<file path="src/rtl/car_fsm_pkg.sv">
// Shared types and constants for the car entry/exit sequence detector:
// FSM state encoding, parameter defaults and counter-facing constants.
package car_fsm_pkg;

    typedef enum logic [2:0] {
        ST_IDLE  = 3'd0,
        ST_EN_A  = 3'd1,
        ST_EN_AB = 3'd2,
        ST_EN_B  = 3'd3,
        ST_EX_B  = 3'd4,
        ST_EX_AB = 3'd5,
        ST_EX_A  = 3'd6,
        ST_ERR   = 3'd7
    } car_state_t;

    localparam int DEBOUNCE_CYCLES_DEF = 4;
    localparam int SYNC_STAGES_DEF     = 2;

    // Hold counter is wide enough for the largest legal DEBOUNCE_CYCLES (255).
    localparam int HOLD_CNT_W = 8;

    // Sensor pair patterns as {fa, fb}.
    localparam logic [1:0] AB_NONE = 2'b00;
    localparam logic [1:0] AB_A    = 2'b10;
    localparam logic [1:0] AB_B    = 2'b01;
    localparam logic [1:0] AB_BOTH = 2'b11;

    // Occupancy counter direction encoding.
    localparam logic CNT_DIR_UP   = 1'b1;
    localparam logic CNT_DIR_DOWN = 1'b0;

endpackage

</file>
<file path="src/rtl/sensor_debounce.sv">
// Synchronizer plus hold-count debounce for one asynchronous photo-sensor.
// The filtered level flips only after the synced level differs for DEBOUNCE_CYCLES cycles.
module sensor_debounce
    import car_fsm_pkg::*;
#(
    parameter int DEBOUNCE_CYCLES = DEBOUNCE_CYCLES_DEF,
    parameter int SYNC_STAGES     = SYNC_STAGES_DEF
) (
    input  logic clk,
    input  logic rst_n,
    input  logic raw,
    output logic filt
);

    localparam logic [HOLD_CNT_W-1:0] HOLD_LAST = HOLD_CNT_W'(DEBOUNCE_CYCLES - 1);

    logic [SYNC_STAGES-1:0] sync_reg;
    logic                   filt_reg;
    logic                   filt_next;
    logic [HOLD_CNT_W-1:0]  hold_cnt_reg;
    logic [HOLD_CNT_W-1:0]  hold_cnt_next;
    logic                   sync_level;

    assign sync_level = sync_reg[SYNC_STAGES-1];
    assign filt       = filt_reg;

    always_comb begin
        filt_next     = filt_reg;
        hold_cnt_next = '0;
        // Any cycle where the synced level matches the filtered one clears the count.
        if (sync_level != filt_reg) begin
            if (hold_cnt_reg == HOLD_LAST) begin
                filt_next = sync_level;
            end else begin
                hold_cnt_next = hold_cnt_reg + HOLD_CNT_W'(1);
            end
        end
    end

    always_ff @(posedge clk) begin
        if (!rst_n) begin
            sync_reg     <= '0;
            filt_reg     <= 1'b0;
            hold_cnt_reg <= '0;
        end else begin
            sync_reg     <= {sync_reg[SYNC_STAGES-2:0], raw};
            filt_reg     <= filt_next;
            hold_cnt_reg <= hold_cnt_next;
        end
    end

endmodule

</file>
<file path="src/rtl/car_sequence_detector.sv">
// Two-sensor car entry/exit detector: debounced sensors drive a direction FSM
// whose registered pulses feed an occupancy up/down counter directly.
module car_sequence_detector
    import car_fsm_pkg::*;
#(
    parameter int DEBOUNCE_CYCLES = DEBOUNCE_CYCLES_DEF,
    parameter int SYNC_STAGES     = SYNC_STAGES_DEF
) (
    input  logic       clk,
    input  logic       rst_n,
    input  logic       sensor_a,
    input  logic       sensor_b,
    output logic       car_enter,
    output logic       car_exit,
    output logic       cnt_en,
    output logic       cnt_up,
    output logic       seq_error,
    output logic [2:0] state_o
);

    logic [1:0] raw_ab;
    logic [1:0] filt_ab;

    car_state_t state_reg;
    car_state_t state_next;
    logic       car_enter_reg;
    logic       car_enter_next;
    logic       car_exit_reg;
    logic       car_exit_next;
    logic       seq_error_reg;
    logic       seq_error_next;
    logic       cnt_en_reg;
    logic       cnt_up_reg;

    assign raw_ab = {sensor_a, sensor_b};

    genvar gi;
    generate
        for (gi = 0; gi < 2; gi++) begin : g_sensor
            sensor_debounce #(
                .DEBOUNCE_CYCLES(DEBOUNCE_CYCLES),
                .SYNC_STAGES    (SYNC_STAGES)
            ) u_debounce (
                .clk  (clk),
                .rst_n(rst_n),
                .raw  (raw_ab[gi]),
                .filt (filt_ab[gi])
            );
        end
    endgenerate

    always_comb begin
        state_next     = state_reg;
        car_enter_next = 1'b0;
        car_exit_next  = 1'b0;
        // Each state lists its legal moves and its illegal jumps; the pattern
        // that defines the current state falls to default and holds.
        case (state_reg)
            ST_IDLE: begin
                case (filt_ab)
                    AB_A:    state_next = ST_EN_A;
                    AB_B:    state_next = ST_EX_B;
                    AB_BOTH: state_next = ST_ERR;
                    default: state_next = ST_IDLE;
                endcase
            end
            ST_EN_A: begin
                case (filt_ab)
                    AB_BOTH: state_next = ST_EN_AB;
                    AB_NONE: state_next = ST_IDLE;
                    AB_B:    state_next = ST_ERR;
                    default: state_next = ST_EN_A;
                endcase
            end
            ST_EN_AB: begin
                case (filt_ab)
                    AB_B:    state_next = ST_EN_B;
                    AB_A:    state_next = ST_EN_A;
                    AB_NONE: state_next = ST_ERR;
                    default: state_next = ST_EN_AB;
                endcase
            end
            ST_EN_B: begin
                case (filt_ab)
                    AB_NONE: begin
                        state_next     = ST_IDLE;
                        car_enter_next = 1'b1;
                    end
                    AB_BOTH: state_next = ST_EN_AB;
                    AB_A:    state_next = ST_ERR;
                    default: state_next = ST_EN_B;
                endcase
            end
            ST_EX_B: begin
                case (filt_ab)
                    AB_BOTH: state_next = ST_EX_AB;
                    AB_NONE: state_next = ST_IDLE;
                    AB_A:    state_next = ST_ERR;
                    default: state_next = ST_EX_B;
                endcase
            end
            ST_EX_AB: begin
                case (filt_ab)
                    AB_A:    state_next = ST_EX_A;
                    AB_B:    state_next = ST_EX_B;
                    AB_NONE: state_next = ST_ERR;
                    default: state_next = ST_EX_AB;
                endcase
            end
            ST_EX_A: begin
                case (filt_ab)
                    AB_NONE: begin
                        state_next    = ST_IDLE;
                        car_exit_next = 1'b1;
                    end
                    AB_BOTH: state_next = ST_EX_AB;
                    AB_B:    state_next = ST_ERR;
                    default: state_next = ST_EX_A;
                endcase
            end
            ST_ERR: begin
                if (filt_ab == AB_NONE) begin
                    state_next = ST_IDLE;
                end
            end
            default: state_next = ST_IDLE;
        endcase
        seq_error_next = (state_next == ST_ERR) && (state_reg != ST_ERR);
    end

    // Counter controls are registered alongside the pulses so the counter sees plain flops.
    always_ff @(posedge clk) begin
        if (!rst_n) begin
            state_reg     <= ST_IDLE;
            car_enter_reg <= 1'b0;
            car_exit_reg  <= 1'b0;
            seq_error_reg <= 1'b0;
            cnt_en_reg    <= 1'b0;
            cnt_up_reg    <= CNT_DIR_DOWN;
        end else begin
            state_reg     <= state_next;
            car_enter_reg <= car_enter_next;
            car_exit_reg  <= car_exit_next;
            seq_error_reg <= seq_error_next;
            cnt_en_reg    <= car_enter_next | car_exit_next;
            cnt_up_reg    <= car_enter_next ? CNT_DIR_UP : CNT_DIR_DOWN;
        end
    end

    assign car_enter = car_enter_reg;
    assign car_exit  = car_exit_reg;
    assign seq_error = seq_error_reg;
    assign cnt_en    = cnt_en_reg;
    assign cnt_up    = cnt_up_reg;
    assign state_o   = state_reg;

endmodule

</file>
<file path="config.mk">
export PLATFORM = sky130hd
export DESIGN_NAME = car_sequence_detector
export DESIGN_NICKNAME = d
export VERILOG_FILES = /design/src/rtl/car_fsm_pkg.sv /design/src/rtl/sensor_debounce.sv /design/src/rtl/car_sequence_detector.sv
export SDC_FILE = /design/constraint.sdc
export NUM_CORES = 1
export LEC_CHECK = 0
export ABC_AREA = 0
export BUFFER_PORTS_ARGS = -buffer_cell sky130_fd_sc_hd__buf_2
export CAP_MARGIN = 0
export CORE_MARGIN = 3
export CORE_UTILIZATION = 45
export DETAILED_ROUTE_END_ITERATION = 10
export PLACE_DENSITY = 0.71
export SYNTH_ARGS = -nofsm -noshare
export SYNTH_HDL_FRONTEND = slang
export SYNTH_SLANG_ARGS = --single-unit
</file>
<file path="constraint.sdc">
create_clock -name clk -period 2.6 [get_ports clk]
set_input_delay 0.52 -clock clk [delete_from_list [all_inputs] [get_ports clk]]
set_output_delay 0.52 -clock clk [all_outputs]
set_load 0.1 [all_outputs]
</file>
### Word level (Yosys, flattened, before mapping)

Cells that the tools add are included.

* reduce and logical (&&, ||, !) cells: 7
* bitwise logic cells: 4
* eq/ne operators: 16
* add/sub/neg operators: 2
* muxes and demuxes: 13

Operators with widths (count)
* case mux 3 bit (3 select lines): 6
* case mux 3 bit (8 select lines): 1
* adder 8 x 1 -> 8 bit, second input constant: 2
* equality test 8 x 2 -> 1 bit, second input constant: 2
* equality test 3 bit, second input constant: 5
* equality test 3 x 2 -> 1 bit, second input constant: 2
* case mux 2 bit (3 select lines): 1
* OR reduction 3 bit: 2
* equality test 2 bit, second input constant: 2
* 2-to-1 mux 1 bit: 4
* AND reduction 2 bit: 2
* equality test 3 x 1 -> 1 bit, second input constant: 1
* logical NOT 3 bit: 1
* 2-to-1 mux 3 bit: 1
* != test 3 bit, second input constant: 1
* inverter 1 bit: 3
* equality test 2 x 1 -> 1 bit, second input constant: 1
* logical NOT 2 bit: 1
* != test 1 bit: 2
* logical AND 1 bit: 1
* OR 1 bit: 1

* word-level logic and storage cells: 54
* output and inout bits: 8
* register bits after elaboration: 30
* bits of input ports: 4

### Longest topological paths before layout

* depth after elaboration: 5
* gate-level depth with buffers: 6
* depth with buffers taken out: 6

### Modules after synthesis

A second synthesis with hierarchy kept.

* cells, all modules: 155
* area total of the unflattened synthesis: 1410.1 um^2

Modules (own cells, without submodules)
* sensor_debounce: area each 440.4 um^2, cells each 47, instances 2, sequential area each 220.2 um^2
* car_sequence_detector: area each 529.3 um^2, cells each 61, instances 1, sequential area each 140.1 um^2

### Worst setup path before layout

OpenSTA, ideal clock, no wires.

* kind: register to register
* from: reg state_reg[0] (netlist: state_o[0])
* to: reg seq_error_reg (netlist: seq_error)
* buffers on the path: 0
* period minus slack after synthesis: 2.080 ns
* arrival: 1.947 ns
* stages on the path, launching flop included: 5
* required time: 2.467 ns
* path slack: 0.520 ns
* path through: dfxtp_1 nor4b_2 a2111oi_2 a221oi_1 nor4_2

* word-level cells in the longest chain between the ends: 4
* elaborated cells between the ends (all ways): 13
* classes of those cells: eq/ne (9); mux (2); reduce/logical (2)

Ends and longest elaborated chain
* start, declared: line car_sequence_detector.sv:24 `car_state_t state_reg;`
* start signal, assigned: line car_sequence_detector.sv:141 `state_reg <= state_next;`
* equality test 3 bit (tied with other cells): line car_sequence_detector.sv:58 `case (state_reg)`
* case mux 3 bit (8 select lines): line car_sequence_detector.sv:58
* equality test 3 bit: line car_sequence_detector.sv:128 `seq_error_next = (state_next == ST_ERR) && (state_reg != ST_ERR);`
* logical AND 1 bit *: line car_sequence_detector.sv:128
* end signal, assigned: line car_sequence_detector.sv:144 `seq_error_reg <= seq_error_next;`
* end, declared: line car_sequence_detector.sv:30 `logic seq_error_reg;`

Every way passes the cells marked *; elsewhere a longest branch is shown, timed or not.
A chain may end at the register's enable or synchronous reset.

### Worst setup path in the final report

* from: reg state_reg[1] (netlist: state_o[1])
* to: out state_o[1]

RTL lines
* end, declared: line car_sequence_detector.sv:18 `output logic [2:0] state_o`

No word-level cell between the ends.

==> results.md <==
* Die area at a little under 4000 um2
* Hold Path Depth at 2
* Hold Path Class: in2reg
* Slew Limit Headroom at 60.7%
* Cell Pwr Density at between 700 and 800 nW/um2
* Number of synthesized register bits at 29
* Top post-synthesis cells by area: dfxtp_1 41%, ha_1 8.0%, nor2_1 5.9%
* Final Core Density at 54.0%
* Slowest stage delay, CP at ~0.7 ns
* Final setup TNS at 0 ns
* Total GRT Usage at 14.1%
* Mapped cell area at 1410 um2
* Resize count post-CTS at 0
* Vias at 1038
* Fillers at 250
* Post-Route WL at 2350 um
* CTS tree: yes
* Critical Path Sink Type: primary output
* R2r setup slk at 0.81 ns
* Slew @ Worst Pin at 0.588 ns
* Static leakage at 0.618 nW
* CP max stage cell: dfxtp_1
* Core area at 2880 um2
* Layout area overhead at 10.1%
* Maximum clock insertion buffer count at 2
* Tmin final at slightly above 2 ns
* Synth unique cells at 39
* Crit Path Max Fanout at 18
* # port buffers at 11
* Crit path launch type: register
* Max Clock Skew at between 0.004 and 0.005 ns
* Main synth FF type: dfxtp_1
* CTS clk-pin slew, worst paths at 0.09 ns
* DRT antenna net count at 0
* Max Cap Viol at 0
* Io pins at 12
* Global-route wire length before repair at roughly 4000 um
* Peak supply drop at 0.000455 V
* Synthesis Warnings at 0
* Antenna violations before repair at 0
* Ant. Diodes at 0
* Pwr Total at 1.18 mW
* Hold buffers post-CTS at 0
* Die W at 62.0 um
* Worst EP arrival at 1.56 ns
* Critical Path, Cell by Cell: buf_2
* Drt first-iter violations at 67
* Syn avg cell area at 9.53 um2
* Net count after synthesis at 161
* Setup bufs post-CTS at 0
* Rows at 19
* Final worst-path cycle share at ~80%
* Routed wire per std cell at 11.5 um
* Worst r2r path cells at 6
* Worst R2R Start: g_sensor[0].u_debounce.filt
* CTS Buf Count at 5
* Critical path class: reg2out
* Min-delay src: sensor_a
* Register area share after synthesis at 41.2%
* Final HPWL DP at 1710 um
* Final setup vio count at 0
* Crit path buf inv count at 1
* Status: finished, final reports clean
* Number of global-route vias before repair at 979
* Top Family by Delay on Critical Path: flip-flops
* H-tree lvl count at 2
* Vias per cell at 5.09
* Placer Congestion at between 0.8 and 0.9
* Synth top area share at 41.2%
* Initial Utilization at about half
* Clk sinks at 29
* Die Y at a little over 60 um
* Count leader, synth: dfxtp_1
* Ys async rst share at 0%
* R2R Path End: seq_error
* Worst hold endpoint: g_sensor[1].u_debounce.sync_reg[0]
* Clk_lat worst skew at roughly 0.31 ns
* Crit path required time at 2.08 ns
* Pre-antenna DRT Iters at 4
* Fin. max-slew vios at 0
* CTS root buf: clkbuf_4
* Fmax at 481 MHz
* Gate Count Post-Synth at 148
* Post-route DRC at 0
* Largest net degree at the start of global routing at 20
* RSZ-0062 raised after global routing: false
* Synth cell count leaders: 29 x dfxtp_1, 22 x nor2_1, 11 x nand3_1, 9 x ha_1, 9 x xor2_1
* Number of synthesized flops with an enable pin at 0
* GRT overflow at 0
* Share of cells above drive strength 1 at between 10% and 20%
* Largest register FFs at 16
* Post-synth top area cell: dfxtp_1
* Nets at 174
* Hold Fails Final Rpt at 0
[per-layer routing]
layer	up-vias	share of wire, %	GRT usage, %
met5	-	0	0
met4	0	1.1	5.45
met3	4	4.5	6.82
met2	23	48	21.9
met1	482	46	16.9
li1	529	-	-
[per-stage QoR]
stage	instances	hold WS [ns]	area, um2	worst slack (ns)
2_1_floorplan	148	0.412	1410	0.520
5_1_grt	204	0.398	1550	0.429
3_3_place_gp	196	0.415	1480	0.837
3_5_place_dp	196	0.427	1480	0.804
4_1_cts	204	0.393	1550	0.498
6_report	204	0.407	1550	0.521
[worst max path at each step]
stage / from / to / slack (ns) / cells after the start
floorplan: state_o[0] / seq_error / 0.52 / 4
global placement: g_sensor[0].u_debounce.filt / seq_error / 0.84 / 6
detailed placement: g_sensor[0].u_debounce.filt / seq_error / 0.80 / 6
CTS: state_o[1] / state_o[1] / 0.50 / 1
global route: state_o[1] / state_o[1] / 0.43 / 1
finish: state_o[1] / state_o[1] / 0.52 / 1
[layout by cell type (no fill, tap or decap), types with 6 or more instances in the layout]
cell type / netlist / layout
buf_2: 1 / 11
dfxtp_1: 29 / 29
ha_1: 9 / 9
inv_1: 6 / 6
nand3_1: 11 / 11
nor2_1: 22 / 22
xor2_1: 9 / 9
[area by class of cell]
type                    count  area (um2)  area share [%]
clock buffers               7        65.1            4.19
clock inverters             1        5.00           0.322
inverters                   6        22.5            1.45
multi-input cells         108         772            49.7
flip-flops and latches     29         581            37.4
well taps                  42        52.6            3.38
repair buffers             11        55.1            3.55
[report_power, final]
group          internal (mW)  total, mW  switching [mW]
clock                  0.157      0.305           0.148
combinational          0.113      0.337           0.224
sequential             0.465      0.535          0.0700
[cell families (layout without fill, tap and decap cells)]
kind of cell	count (synthesis)	count (layout)	share of synthesized area (%)
buffers and inverters	11	25	4.08
flip-flops	29	29	41.2
XOR/XNOR	14	14	8.70
adder cells (fa/ha/maj)	9	9	7.99
multiplexers	2	2	1.42
AND/OR/NAND/NOR	68	68	27.2
AO/OA/AOI/OAI	15	15	9.40
Note: power is estimated with default switching activity, not from simulation.
